## src/rtl/vga_timer_cfg.sv

```systemverilog
// Parametrised VGA/VESA raster timing generator: pixel prescaler, h/v counters,
// registered sync/visible outputs aligned with the counters, line/frame strobes and frame counter.
module vga_timer_cfg #(
  parameter int H_DISPLAY   = 640,
  parameter int H_FP        = 16,
  parameter int H_SYNC      = 96,
  parameter int H_BP        = 48,
  parameter int V_DISPLAY   = 480,
  parameter int V_FP        = 10,
  parameter int V_SYNC      = 2,
  parameter int V_BP        = 33,
  parameter int HSYNC_POL   = 0,
  parameter int VSYNC_POL   = 0,
  parameter int CLK_DIV     = 1,
  parameter int FRAME_CNT_W = 16,
  localparam int XW = (H_DISPLAY > 1) ? $clog2(H_DISPLAY) : 1,
  localparam int YW = (V_DISPLAY > 1) ? $clog2(V_DISPLAY) : 1
) (
  input  logic                   clk_i,
  input  logic                   rst_i,
  input  logic                   en_i,
  output logic                   pixel_en_o,
  output logic                   hsync_o,
  output logic                   vsync_o,
  output logic                   visible_o,
  output logic [XW-1:0]          position_x_o,
  output logic [YW-1:0]          position_y_o,
  output logic                   line_start_o,
  output logic                   frame_start_o,
  output logic [FRAME_CNT_W-1:0] frame_count_o
);

  localparam int H_TOTAL = H_DISPLAY + H_FP + H_SYNC + H_BP;
  localparam int V_TOTAL = V_DISPLAY + V_FP + V_SYNC + V_BP;
  localparam int HW      = $clog2(H_TOTAL);
  localparam int VW      = $clog2(V_TOTAL);
  localparam int DW      = (CLK_DIV > 1) ? $clog2(CLK_DIV) : 1;

  localparam logic [DW-1:0] DIV_LAST   = DW'(CLK_DIV - 1);
  localparam logic [HW-1:0] H_LAST     = HW'(H_TOTAL - 1);
  localparam logic [HW-1:0] H_DISP_END = HW'(H_DISPLAY);
  localparam logic [HW-1:0] H_SYNC_BEG = HW'(H_DISPLAY + H_FP);
  localparam logic [HW-1:0] H_SYNC_END = HW'(H_DISPLAY + H_FP + H_SYNC);
  localparam logic [VW-1:0] V_LAST     = VW'(V_TOTAL - 1);
  localparam logic [VW-1:0] V_DISP_END = VW'(V_DISPLAY);
  localparam logic [VW-1:0] V_SYNC_BEG = VW'(V_DISPLAY + V_FP);
  localparam logic [VW-1:0] V_SYNC_END = VW'(V_DISPLAY + V_FP + V_SYNC);
  localparam logic          H_ACT      = 1'(HSYNC_POL != 0);
  localparam logic          V_ACT      = 1'(VSYNC_POL != 0);

  if (H_DISPLAY < 1 || H_FP < 1 || H_SYNC < 1 || H_BP < 1 ||
      V_DISPLAY < 1 || V_FP < 1 || V_SYNC < 1 || V_BP < 1 ||
      CLK_DIV < 1 || FRAME_CNT_W < 1) begin : g_param_err
    $error("vga_timer_cfg: display/porch/sync sizes, CLK_DIV and FRAME_CNT_W must all be >= 1");
  end

  logic [DW-1:0]          div_q, div_d;
  logic [HW-1:0]          h_q, h_d;
  logic [VW-1:0]          v_q, v_d;
  logic [FRAME_CNT_W-1:0] frame_q, frame_d;
  logic                   hsync_q, hsync_d;
  logic                   vsync_q, vsync_d;
  logic                   visible_q, visible_d;
  logic                   tick;

  assign tick = en_i && (div_q == DIV_LAST);

  always_comb begin
    div_d   = div_q;
    h_d     = h_q;
    v_d     = v_q;
    frame_d = frame_q;
    if (en_i) begin
      div_d = (div_q == DIV_LAST) ? '0 : div_q + DW'(1);
    end
    if (tick) begin
      if (h_q == H_LAST) begin
        h_d = '0;
        if (v_q == V_LAST) begin
          v_d     = '0;
          frame_d = frame_q + FRAME_CNT_W'(1);
        end else begin
          v_d = v_q + VW'(1);
        end
      end else begin
        h_d = h_q + HW'(1);
      end
    end
    // Decoded from the next counter values so the registered pins line up with h_q/v_q.
    hsync_d   = ((h_d >= H_SYNC_BEG) && (h_d < H_SYNC_END)) ? H_ACT : ~H_ACT;
    vsync_d   = ((v_d >= V_SYNC_BEG) && (v_d < V_SYNC_END)) ? V_ACT : ~V_ACT;
    visible_d = (h_d < H_DISP_END) && (v_d < V_DISP_END);
  end

  always_ff @(posedge clk_i or posedge rst_i) begin
    if (rst_i) begin
      div_q     <= '0;
      h_q       <= '0;
      v_q       <= '0;
      frame_q   <= '0;
      hsync_q   <= ~H_ACT;
      vsync_q   <= ~V_ACT;
      visible_q <= 1'b1;
    end else begin
      div_q     <= div_d;
      h_q       <= h_d;
      v_q       <= v_d;
      frame_q   <= frame_d;
      hsync_q   <= hsync_d;
      vsync_q   <= vsync_d;
      visible_q <= visible_d;
    end
  end

  // Strobes are forced low while reset is held, even though the counters sit at (0,0).
  assign pixel_en_o    = tick && !rst_i;
  assign line_start_o  = pixel_en_o && (h_q == '0);
  assign frame_start_o = pixel_en_o && (h_q == '0) && (v_q == '0);
  assign hsync_o       = hsync_q;
  assign vsync_o       = vsync_q;
  assign visible_o     = visible_q;
  assign frame_count_o = frame_q;
  assign position_x_o  = (h_q < H_DISP_END) ? h_q[XW-1:0] : '0;
  assign position_y_o  = (v_q < V_DISP_END) ? v_q[YW-1:0] : '0;

endmodule

```

## config.mk

```make
export PLATFORM = sky130hd
export DESIGN_NAME = vga_timer_cfg
export DESIGN_NICKNAME = d
export VERILOG_FILES = /design/src/rtl/vga_timer_cfg.sv
export SDC_FILE = /design/constraint.sdc
export NUM_CORES = 1
export LEC_CHECK = 0
export BUFFER_PORTS_ARGS = -buffer_cell sky130_fd_sc_hd__buf_2
export CORE_ASPECT_RATIO = 0.7
export CORE_UTILIZATION = 49
export CTS_CLUSTER_DIAMETER = 150
export DETAILED_ROUTE_END_ITERATION = 16
export GPL_TIMING_DRIVEN = 0
export PLACE_DENSITY = 0.82
export SLEW_MARGIN = 0
export SYNTH_ARGS = -nofsm -noshare
export SYNTH_HDL_FRONTEND = slang
export SYNTH_SLANG_ARGS = --single-unit
```

## constraint.sdc

```tcl
create_clock -name clk_i -period 2.05 [get_ports clk_i]
set_clock_uncertainty 0.1 [all_clocks]
set_input_delay 0.205 -clock clk_i [delete_from_list [all_inputs] [get_ports clk_i]]
set_output_delay 0.205 -clock clk_i [all_outputs]
set_load 0.1 [all_outputs]
```

# == Word level (Yosys, flattened, before mapping) ==
# Cells that the tools add are included.
# totals
regBits,40
out_inout_bits,41
# classes
add_sub_neg,4
n_lt_le_gt_ge,8
n_eq_ne,2
muxes,10
bitwise,1
n_reduce_logical,11
# op_table
op,count
two-way mux 10 bit,6
less-than comparator 10 bit (second input constant),3
less-than comparator 10 x 9 -> 1 bit (second input constant),3
adder 10 x 1 -> 10 bit (second input constant),2
== test 10 bit (second input constant),2
logical NOT 10 bit,2
adder 16 x 1 -> 16 bit (second input constant),1
>= comparator 10 bit (second input constant),1
>= comparator 10 x 9 -> 1 bit (second input constant),1
two-way mux 9 bit,1
logical AND 1 bit,7
two-way mux 1 bit,3
AND reduction 3 bit,1
adder 1 bit (second input constant),1
logical NOT 1 bit,1
inverter 1 bit,1

# == Logic depth before layout (Yosys ltp) ==
# Gate-level depths: netlist (run 1).
# logic_depth
word_depth,7
mapped_depth,8
mapped_depth_nobuf,7

# == Worst setup path after synthesis (run 1) ==
# OpenSTA, ideal clock, no wires.
# synth_timing
path_type,in2out
startpoint,in en_i
endpoint,out frame_start_o
t_arrival_ns,6.347
required_time_ns,1.745
path_slack_ns,-4.602
stages,5
path_buffers,1
path_cell_list,buf_2 > nor2b_1 > nand3_1 > nor4b_1 > and4_1
# synth_via
elab_chain_cells,4
# synth_rtl
item,line,rtl
start: declaration,21,"input logic en_i,"
logical AND 1 bit,66,assign tick = en_i && (div_q == DIV_LAST);
logical AND 1 bit,116,assign pixel_en_o = tick && !rst_i;
named net pixel_en_o,22,"output logic pixel_en_o,"
logical AND 1 bit,-,
named net line_start_o,28,"output logic line_start_o,"
logical AND 1 bit,118,assign frame_start_o = pixel_en_o && (h_q == '0) && (v_q == '0);
end: declaration,29,"output logic frame_start_o,"
# The timed path passes the listed nets, and every way through them passes these cells.

# == Final worst setup path (run 1) ==
# layout_timing
startpoint,reg h_q[5]
endpoint,out frame_start_o
# layout_via
elab_chain_cells,3
# layout_rtl
item,line,rtl
start: declaration,58,"logic [HW-1:0] h_q, h_d;"
start signal: assignment,98,h_q <= '0;
start signal: assignment,106,h_q <= h_d;
logical NOT 10 bit,118,
logical AND 1 bit (2 in a row),118,
# No other way between the ends.

==> run summary, run 1 <==
Final net count - 302
Fraction of layout cells with a size suffix above 1 - 0.502
Hold_buf cts - 0
# fillers - 299
Via count - 2,004
CP Capture Type - output port
Largest net degree at the start of global routing - 40
Sink Count - 39
Worst-path cell chain - or2_4, nor3_4, nand3_2, nor4b_4, and4_4, buf_12
Kind of cell adding the most delay to the critical path - simple AND/OR/NAND/NOR gates
Avg Cell Area, Syn - 10.0 um^2
Max Cap Violations - 0
Commonest non-fill, non-tap cell in the layout - buf_4
Mux cell area share after synthesis - 0.00961
Final setup fails - 6
Clock-pin slew on the worst setup and hold paths - 0.08 ns
Drt wl/cell - 16.7 um
Mapped Nets - 229
Psw - 0.984 mW
Mapped cell area - 2210 um^2
Worst hold margin - -0.0187 ns
Gr ovfl total - 0
Seq cells post-synth - 39
Total core area - 4330 um^2
Die width - 82.3 um
VDD IR max - 0.000942 V
Initial antenna violation count - 0
Crit-path max cell delay - 0.41 ns
H-tree Lvls - 2
Crit-path slowest cell - dfrtp_1
Pre-CTS setup slack - -0.353 ns
Worst setup path category - reg -> out
Setup TNS - -0.432 ns
GRT Total Usage - 0.247
Reg2reg path depth - 6
Slew Limit Fails - 0
Outcome - finished with violations
FF-to-FF Start - h_q[5]
Largest family of logic cells by synthesized area - simple AND/OR/NAND/NOR gates
Synth Area in Simple Gates - 0.285
Final WL - 5.84 mm
Post-DP Area - 2580 um^2
Syn-to-layout area delta - 41.5%
Final Cell Area - 3130 um^2
Rel. slew slack - 0.464
Die Y - 58.2 um
Worst hold path class - in -> async
Fin util - 0.723
Fin crit period - 2.27 ns
Setup slack, reg-to-reg - -0.06 ns
Clock Power Share - 0.281
First-pass GRT wire length - 8.77 mm
Complex-gate fraction of the synthesized area - 0.0882
Core Rows - 20
Initial DRC count - 138
I/O pins - 44
Drt drc - 0
Worst Path Buf+Inv - 1
Final setup margin - -0.220 ns
Pint - 1.47 mW
CTS max path bufs - 2
Power density over the cells - 784 nW/um^2
Arr. time, crit path - 1.96 ns
Comb power frac - 0.374
Synth cell types - 51
Sequential element share of the synthesized area - 0.443
Routed vias/inst - 5.73
Post-synthesis adder-cell area fraction - 0.0283
RSZ-0062 raised after global routing - yes
Part of the cycle the worst path needs - 1.11
Post-DP HPWL - 3.40 mm
TritonCTS clock tree - done
Startpoint types - flip-flop
Failing checks - negative hold slack, negative setup slack
Worst-Skew Late Latency - 0.30 ns
Drt pass-1 iters - 4
RR Endpoint - frame_count_o[1]
Number of port buffers - 42
Routed Antenna Nets - 0
CTS Root Cell - clkbuf_8
Synth Instances - 221
Crit Path Max Fanout - 2
Vias in the first global route - 1,735
Fin. Hold Viols - 12
Synth Warn # - 0
Xor-xnor portion of the synthesized cell area - 0.0989
Flop pwr share - 0.345
Fmax - 441 MHz
TritonCTS Buffers - 5
Leak pwr - 1.45 nW
WP data required - 1.75 ns
Placer Congestion - 0.830
Worst-Margin Slew - 0.802 ns
# diodes - 0
Die area - 4790 um^2
Sw frac - 0.401
Initial Util - 0.511
Most frequent cells in the layout - 32 x buf_4, 28 x buf_2, 23 x dfrtp_1
[Yosys cell counts, drive strengths merged]
master   count  area (um^2)
dfrtp       36          901
xnor2       20          175
and2        19          121
nand3       19         95.1
nand2       15         56.3
nand4       12         81.3
buf          9         56.3
nor2         8         46.3
nor3         8         45.0
inv          7         26.3
o21ai        7         35.0
and3         5         31.3
ha           5         62.6
xor2         5         43.8
a21oi        3         15.0
and4         3         27.5
clkbuf       3         22.5
dfstp        3         78.8
nand4b       3         26.3
nor2b        3         18.8
or3          3         20.0
a21o         2         15.0
a31oi        2         12.5
a41oi        2         17.5
nand2b       2         12.5
nor4b        2         17.5
o41ai        2         36.3
a211oi       1         12.5
a31o         1         8.76
and4b        1         10.0
mux2         1         11.3
mux2i        1         10.0
nor3b        1         7.51
o2111ai      1         8.76
o211a        1         10.0
o21ba        1         10.0
o22ai        1         6.26
o31ai        1         7.51
or2          1         6.26
or4          1         7.51
[power by group through the flow]
stage | Clock, mW | Combinational (mW) | Sequential, mW
global route | 0.716 | 0.966 | 0.855
CTS | 0.684 | 0.891 | 0.843
floorplan | 0 | 0.671 | 0.855
global placement | 0 | 0.760 | 0.862
finish | 0.691 | 0.918 | 0.847
detailed placement | 0 | 0.772 | 0.863
[stage by stage]
| stage | std cells | power, mW |
|---|---|---|
| finish | 350 | 2.45 |
| global route | 350 | 2.54 |
| CTS | 337 | 2.42 |
| detailed placement | 318 | 1.63 |
| global placement | 318 | 1.62 |
| floorplan | 221 | 1.53 |
[sequential cells by signal (all words and copies together), names as in the netlist]
name / count
v_q: 10
frame_count_o: 16
visible_o: 1
vsync_o: 1
h_q: 10
hsync_o: 1
[final cells by class]
class,count,area (um^2),area share
clock inverters,2,35.0,0.0112
repair buffers,67,514,0.164
well taps,55,68.8,0.0220
inverters,7,26.3,0.00839
multi-input cells,165,1330,0.425
flip-flops and latches,39,996,0.318
plain buffers,9,78.8,0.0252
clock buffers,6,82.6,0.0264
[worst reg2reg max path: stages, from the launching register on]
cell and delay [ns]:
dfrtp_1 0.41, or2_4 0.28, buf_4 0.17, or3_4 0.44, buf_12 0.16, nor2_8 0.12
mux2_4 0.32
[layer usage]
metal,GRT usage,routed length [um],vias up,part of all wire
li1,-,-,929,-
met4,0.0602,99,0,0.017
met1,0.363,2640,982,0.45
met5,0,0,-,0
met3,0.0551,368,13,0.063
met2,0.372,2740,80,0.47
[what timing repair did]
| action | CTS | global route |
|---|---|---|
| endpoints found under the setup margin | 44 | 38 |
| cloned | 2 | 0 |
| buffers inserted | 10 | 16 |
| gates resized for setup | 42 | 30 |
| pin swaps | 12 | 16 |
[worst max-delay path by stage]
stage	to	from	depth (start not counted)
after CTS	frame_start_o	h_q[6]	7
after global placement	frame_start_o	h_q[5]	7
after floorplan	frame_start_o	en_i	5
final	frame_start_o	h_q[5]	6
after detailed placement	frame_start_o	h_q[5]	7
after global routing	frame_start_o	h_q[5]	6
[logic make-up after synthesis]
| family | Yosys count |
|---|---|
| and+or+nand+nor | 106 |
| muxes | 2 |
| AOI/OAI and AO/OA | 25 |
| xor gates and xnor gates | 25 |
| DFF | 39 |
| adders and majority gates | 5 |
| buffers and inverters | 19 |
(Power assumes the default switching activity.)
==> run 2, diff against run 1 <==
Settings changed: CORE_UTILIZATION 49 to 45, PLACE_DENSITY 0.82 to 0.77.
==> run 2 against run 1 <==
Compared with the run above:
- cell area rose by 0.16%
- via count fell by 1.3%
- highest routed layer unchanged
- the flow still finishes with violations (negative hold slack, negative setup slack)
- global-route usage fell by 3.9 points
- largest power group unchanged
- die area rose by 8.6%
- flip-flop and latch count did not move
- register-to-register slack got worse by 0.08 ns
- worst setup slack got worse by 0.13 ns
==> run summary, run 2 (synthesized netlist as in run 1, its figures left out) <==
Psw - 0.962 mW (-2.2%)
Flop pwr share - 0.371 (+0.026)
Worst-path cell chain - or2_4, nor3_4, nand3_2, nor4b_4, and4_4, buf_12
Startpoint types - flip-flop
Final Power - 2.29 mW (-6.7%)
Commonest non-fill, non-tap cell in the layout - buf_2
Worst hold margin - -0.0124 ns (+0.00631 ns)
# fillers - 316 (+5.7%)
Initial antenna violation count - 0 (unchanged)
Initial Util - 0.489 (-0.0226)
Worst-Margin Slew - 0.809 ns (+0.00713 ns)
Comb power frac - 0.406 (+0.032)
First-pass GRT wire length - 8.07 mm (-7.9%)
I/O pins - 44 (unchanged)
Setup slack, reg-to-reg - -0.14 ns (-0.08 ns)
RR Endpoint - vsync_o
WP data required - 1.75 ns (about the same)
Max FFs per register - 16 (unchanged)
Drt pass-1 iters - 4 (unchanged)
Gr ovfl total - 0 (unchanged)
Routed Antenna Nets - 0 (unchanged)
Power density over the cells - 730 nW/um^2 (-6.8%)
Sink Count - 39 (unchanged)
Fraction of layout cells with a size suffix above 1 - 0.477 (-0.0252)
Core Rows - 20 (unchanged)
Part of the cycle the worst path needs - 1.17 (+0.0651)
Worst setup path category - reg -> out
Pint - 1.33 mW (-9.7%)
Most frequent cells in the layout - 30 x buf_2, 25 x buf_4, 22 x dfrtp_1
Reg2reg path depth - 8 (+2)
Hold_buf cts - 0 (unchanged)
Via count - 1,978 (-1.3%)
Crit Path Max Fanout - 2 (unchanged)
GRT Total Usage - 0.209 (-0.0387)
Slew Limit Fails - 0 (unchanged)
Final Cell Area - 3140 um^2 (+0.16%)
CP Capture Type - output port
Placed cells - 329 (+3.5%)
Initial DRC count - 129 (-6.5%)
Routed vias/inst - 5.43 (-5.1%)
Syn-to-layout area delta - 41.7%
Register area - 997 um^2 (+0.13%)
Drt drc - 0 (unchanged)
Fin. Hold Viols - 12 (unchanged)
CTS max path bufs - 2 (unchanged)
Drt wl/cell - 14.9 um (-11%)
Rel. slew slack - 0.460 (-0.00476)
Non-filler cells, final - 364 (+4.0%)
Fin util - 0.693 (-0.0309)
Outcome - finished with violations
Die width - 85.8 um (+4.2%)
Placer Congestion - 0.809 (-2.5%)
Post-DP HPWL - 3.41 mm (+0.33%)
Sw frac - 0.420 (+0.0193)
Worst hold path class - in -> async
Arr. time, crit path - 2.10 ns (+0.14 ns)
Vias in the first global route - 1,618 (-6.7%)
Final WL - 5.42 mm (-7.2%)
Die Y - 60.7 um (+4.2%)
Leak pwr - 1.47 nW (+1.1%)
TritonCTS clock tree - done
VDD IR max - 0.000940 V (-0.29%)
Fmax - 416 MHz (-5.6%)
Fin crit period - 2.40 ns (+0.133 ns)
Worst-Skew Late Latency - 0.30 ns (about the same)
Final setup fails - 12 (+6)
TritonCTS Buffers - 5 (unchanged)
Final net count - 305 (+0.99%)
Largest net degree at the start of global routing - 40 (unchanged)
Final setup margin - -0.353 ns (-0.133 ns)
FF-to-FF Start - h_q[6]
Clock Power Share - 0.223 (-0.058)
H-tree Lvls - 2 (unchanged)
Number of port buffers - 42 (unchanged)
RSZ-0062 raised after global routing - yes
Die area - 5210 um^2 (+8.6%)
Crit-path max cell delay - 0.39 ns (-0.02 ns)
CTS Root Cell - clkbuf_8
Clock-pin slew on the worst setup and hold paths - 0.08 ns (about the same)
Max Cap Violations - 0 (unchanged)
Multi-input gate area - 1300 um^2 (-2.5%)
# diodes - 0 (unchanged)
Failing checks - negative hold slack, negative setup slack
Post-DP Area - 2590 um^2 (+0.53%)
Crit-path slowest cell - dfrtp_1
Total core area - 4530 um^2 (+4.6%)
[run 2: cell count changes in the layout (fill, tap and decap cells not counted), sizes merged]
cell / before / now
clkbuf: 7 / 12
buf: 75 / 73
bufinv: 1 / 0
dlymetal6s2s: 0 / 1
[run 2: final cells by class]
cell class | instances | area share
multi-input cells | 165 | 0.413
flip-flops and latches | 39 | 0.318
repair buffers | 70 | 0.181
plain buffers | 9 | 0.0271
well taps | 66 | 0.0263
clock buffers | 7 | 0.0243
inverters | 7 | 0.00838
clock inverters | 1 | 0.00160
[run 2: worst max-delay path, delay by kind of cell (launching register included)]
kind,cells,cell delay (ns)
buffers and inverters,1,0.17
flip-flops,1,0.39
AND/OR/NAND/NOR,5,1.23
[run 2: power groups by stage]
| stage | Combinational [mW] | Clock [mW] | Sequential, mW |
|---|---|---|---|
| 3_3_place_gp | 0.761 | 0 | 0.863 |
| 6_report | 0.930 | 0.511 | 0.850 |
| 5_1_grt | 0.974 | 0.558 | 0.853 |
| 4_1_cts | 0.825 | 0.520 | 0.850 |
| 2_1_floorplan | 0.671 | 0 | 0.855 |
| 3_5_place_dp | 0.772 | 0 | 0.864 |
[run 2: worst max-delay path by stage]
stage	start	endpoint	slack, ns
after floorplan	en_i	frame_start_o	-1.09
after global placement	h_q[5]	frame_start_o	-0.31
after detailed placement	h_q[5]	frame_start_o	-0.33
after CTS	h_q[5]	frame_start_o	-0.29
after global routing	h_q[6]	frame_start_o	-0.42
final	h_q[6]	frame_start_o	-0.35
[run 2: timing repair]
action / 4_1_cts / 5_1_grt
resized for setup: 47 / 25
setup endpoints to repair: 44 / 34
cloned: 1 / 1
buffers inserted: 10 / 18
pin swaps: 7 / 24
[run 2: stage by stage]
| stage | setup TNS, ns | setup WS [ns] |
|---|---|---|
| floorplan | -1.55 | -1.09 |
| global route | -2.51 | -0.416 |
| finish | -1.22 | -0.353 |
| detailed placement | -4.99 | -0.329 |
| global placement | -3.64 | -0.306 |
| CTS | -2.16 | -0.289 |
[run 2: per-layer routing]
| metal | up-vias | part of all wire | track usage |
|---|---|---|---|
| met1 | 954 | 0.47 | 0.311 |
| met4 | 0 | 0.016 | 0.0857 |
| met3 | 5 | 0.069 | 0.0531 |
| met2 | 83 | 0.45 | 0.290 |
| met5 | - | 0 | 0 |
| li1 | 936 | - | - |
==> run 3, diff against run 2 <==
Settings changed: CORE_UTILIZATION 45 to 35, PLACE_DENSITY 0.77 to 0.64.
==> run 3 against run 2 <==
Compared with the run above:
- the run still ends with negative hold slack, negative setup slack left
- non-clock buffer count unchanged
- worst setup slack better by 0.069 ns
- flip-flop and latch count unchanged
- clock power up 52%
- routed wire length up 13%
- utilization down 12 points
- critical endpoint is now visible_o
- cell area up 7.3%
- fmax up 3.0%
- via count up 1.9%
- global-route usage down 2.7 points
- critical path depth up 4
==> run summary, run 3 (synthesized netlist as in run 1, its figures left out) <==
Worst hold margin - -0.0149 ns (-0.00245 ns)
Number of port buffers - 42 (unchanged)
Setup slack, reg-to-reg - -0.28 ns (-0.14 ns)
Pre-CTS setup slack - -0.348 ns (-0.0191 ns)
Failing checks - negative hold slack, negative setup slack
Non-filler cells, final - 373 (+2.5%)
Most common cell on crit path - buf_6
Core Rows - 23 (+15%)
Post-DP Area - 2600 um^2 (+0.43%)
Die Y - 68.5 um (+13%)
Crit-path max cell delay - 0.40 ns (about the same)
# fillers - 492 (+56%)
TritonCTS clock tree - done
Largest net degree at the start of global routing - 40 (unchanged)
Via count - 2,015 (+1.9%)
Worst hold path class - in -> async
Hold_buf cts - 0 (unchanged)
Slew Limit Fails - 0 (unchanged)
Max FFs per register - 16 (unchanged)
GRT Total Usage - 0.182 (-0.0267)
RR Endpoint - visible_o
I/O pins - 44 (unchanged)
CP Capture Type - flip-flop
Drt wl/cell - 16.4 um (+10%)
Startpoint types - flip-flop
Leak pwr - 1.52 nW (+4.1%)
H-tree Lvls - 2 (unchanged)
Drt drc - 0 (unchanged)
Power density over the cells - 769 nW/um^2 (+5.4%)
TritonCTS Buffers - 5 (unchanged)
Worst Path Buf+Inv - 5 (+4)
Crit-path slowest cell - dfrtp_1
Final setup fails - 28 (+16)
Post-DP HPWL - 3.59 mm (+5.3%)
FF-to-FF Start - h_q[6]
Reg2reg path depth - 10 (+2)
Routed Antenna Nets - 0 (unchanged)
Most frequent cells in the layout - 26 x buf_2, 26 x buf_4, 23 x dfrtp_1
Crit Path Max Fanout - 7 (+5)
Final setup margin - -0.284 ns (+0.0690 ns)
Drt pass-1 iters - 4 (unchanged)
Placed cells - 338 (+2.7%)
Initial antenna violation count - 0 (unchanged)
Worst-Margin Slew - 0.820 ns (+0.0105 ns)
Fin util - 0.571 (-0.122)
Fraction of layout cells with a size suffix above 1 - 0.554 (+0.0772)
Outcome - finished with violations
Gr ovfl total - 0 (unchanged)
VDD IR max - 0.00107 V (+14%)
Placer Congestion - 0.795 (-1.7%)
RSZ-0062 raised after global routing - yes
Final Cell Area - 3370 um^2 (+7.3%)
Final WL - 6.12 mm (+13%)
# diodes - 0 (unchanged)
Max Cap Violations - 0 (unchanged)
Kind of cell adding the most delay to the critical path - buffers and inverters
Part of the cycle the worst path needs - 1.14 (-0.0337)
Final Power - 2.59 mW (+13%)
Initial DRC count - 96 (-26%)
Setup TNS - -4.66 ns (-3.45 ns)
Syn-to-layout area delta - 52.1%
WP data required - 2.18 ns (+0.43 ns)
Worst-Skew Late Latency - 0.30 ns (about the same)
Clock-pin slew on the worst setup and hold paths - 0.08 ns (about the same)
First-pass GRT wire length - 9.40 mm (+16%)
Total core area - 5900 um^2 (+30%)
Worst-path cell chain - or2_4, buf_4, buf_6, buf_6, or3_1, buf_6, a21o_1, a211oi_2, buf_4, nor3_2
Fin crit period - 2.33 ns (-0.0690 ns)
CTS max path bufs - 2 (unchanged)
Vias in the first global route - 1,866 (+15%)
Final net count - 305 (unchanged)
Worst setup path category - reg -> reg
Die width - 97.1 um (+13%)
Die area - 6650 um^2 (+28%)
Rel. slew slack - 0.453 (-0.00700)
Arr. time, crit path - 2.46 ns (+0.36 ns)
Fin. Hold Viols - 14 (+2)
Routed vias/inst - 5.40 (-0.59%)
Fmax - 428 MHz (+3.0%)
Initial Util - 0.375 (-0.113)
CTS Root Cell - clkbuf_8
Sink Count - 39 (unchanged)
run 3: how the worst max path moves through the flow:
stage / slack (ns) / end / from / depth (start not counted)
after floorplan: -1.09 / frame_start_o / en_i / 5
after global placement: -0.31 / frame_start_o / h_q[5] / 7
after detailed placement: -0.35 / frame_start_o / h_q[5] / 7
after CTS: -0.35 / frame_start_o / h_q[5] / 7
after global routing: -0.34 / visible_o / h_q[6] / 10
final: -0.28 / visible_o / h_q[6] / 10
run 3: what timing repair did:
item	CTS	global route
pin swaps	19	18
buffers inserted	16	14
setup endpoints to repair	43	47
cloned	2	1
resized for setup	39	59
run 3: cell type report:
| type | instances | area [um^2] | area share |
|---|---|---|---|
| Timing Repair Buffer | 71 | 586 | 0.174 |
| Sequential cell | 39 | 996 | 0.296 |
| Multi-Input combinational cell | 165 | 1460 | 0.433 |
| Inverter | 7 | 26.3 | 0.00780 |
| Buffer | 8 | 76.3 | 0.0227 |
| Clock buffer | 6 | 72.6 | 0.0216 |
| Clock inverter | 2 | 60.1 | 0.0178 |
| Tap cell | 75 | 93.8 | 0.0279 |
run 3: where the power goes:
group	switching, mW	internal [mW]	total [mW]
logic	0.638	0.293	0.931
clock network	0.292	0.487	0.779
registers	0.0611	0.819	0.881
run 3: layer usage:
layer / GRT usage / wire length, um / vias up
li1: - / - / 942
met3: 0.0474 / 393 / 8
met1: 0.255 / 2810 / 1001
met5: 0 / 0 / -
met2: 0.277 / 2860 / 64
met4: 0.0578 / 57 / 0
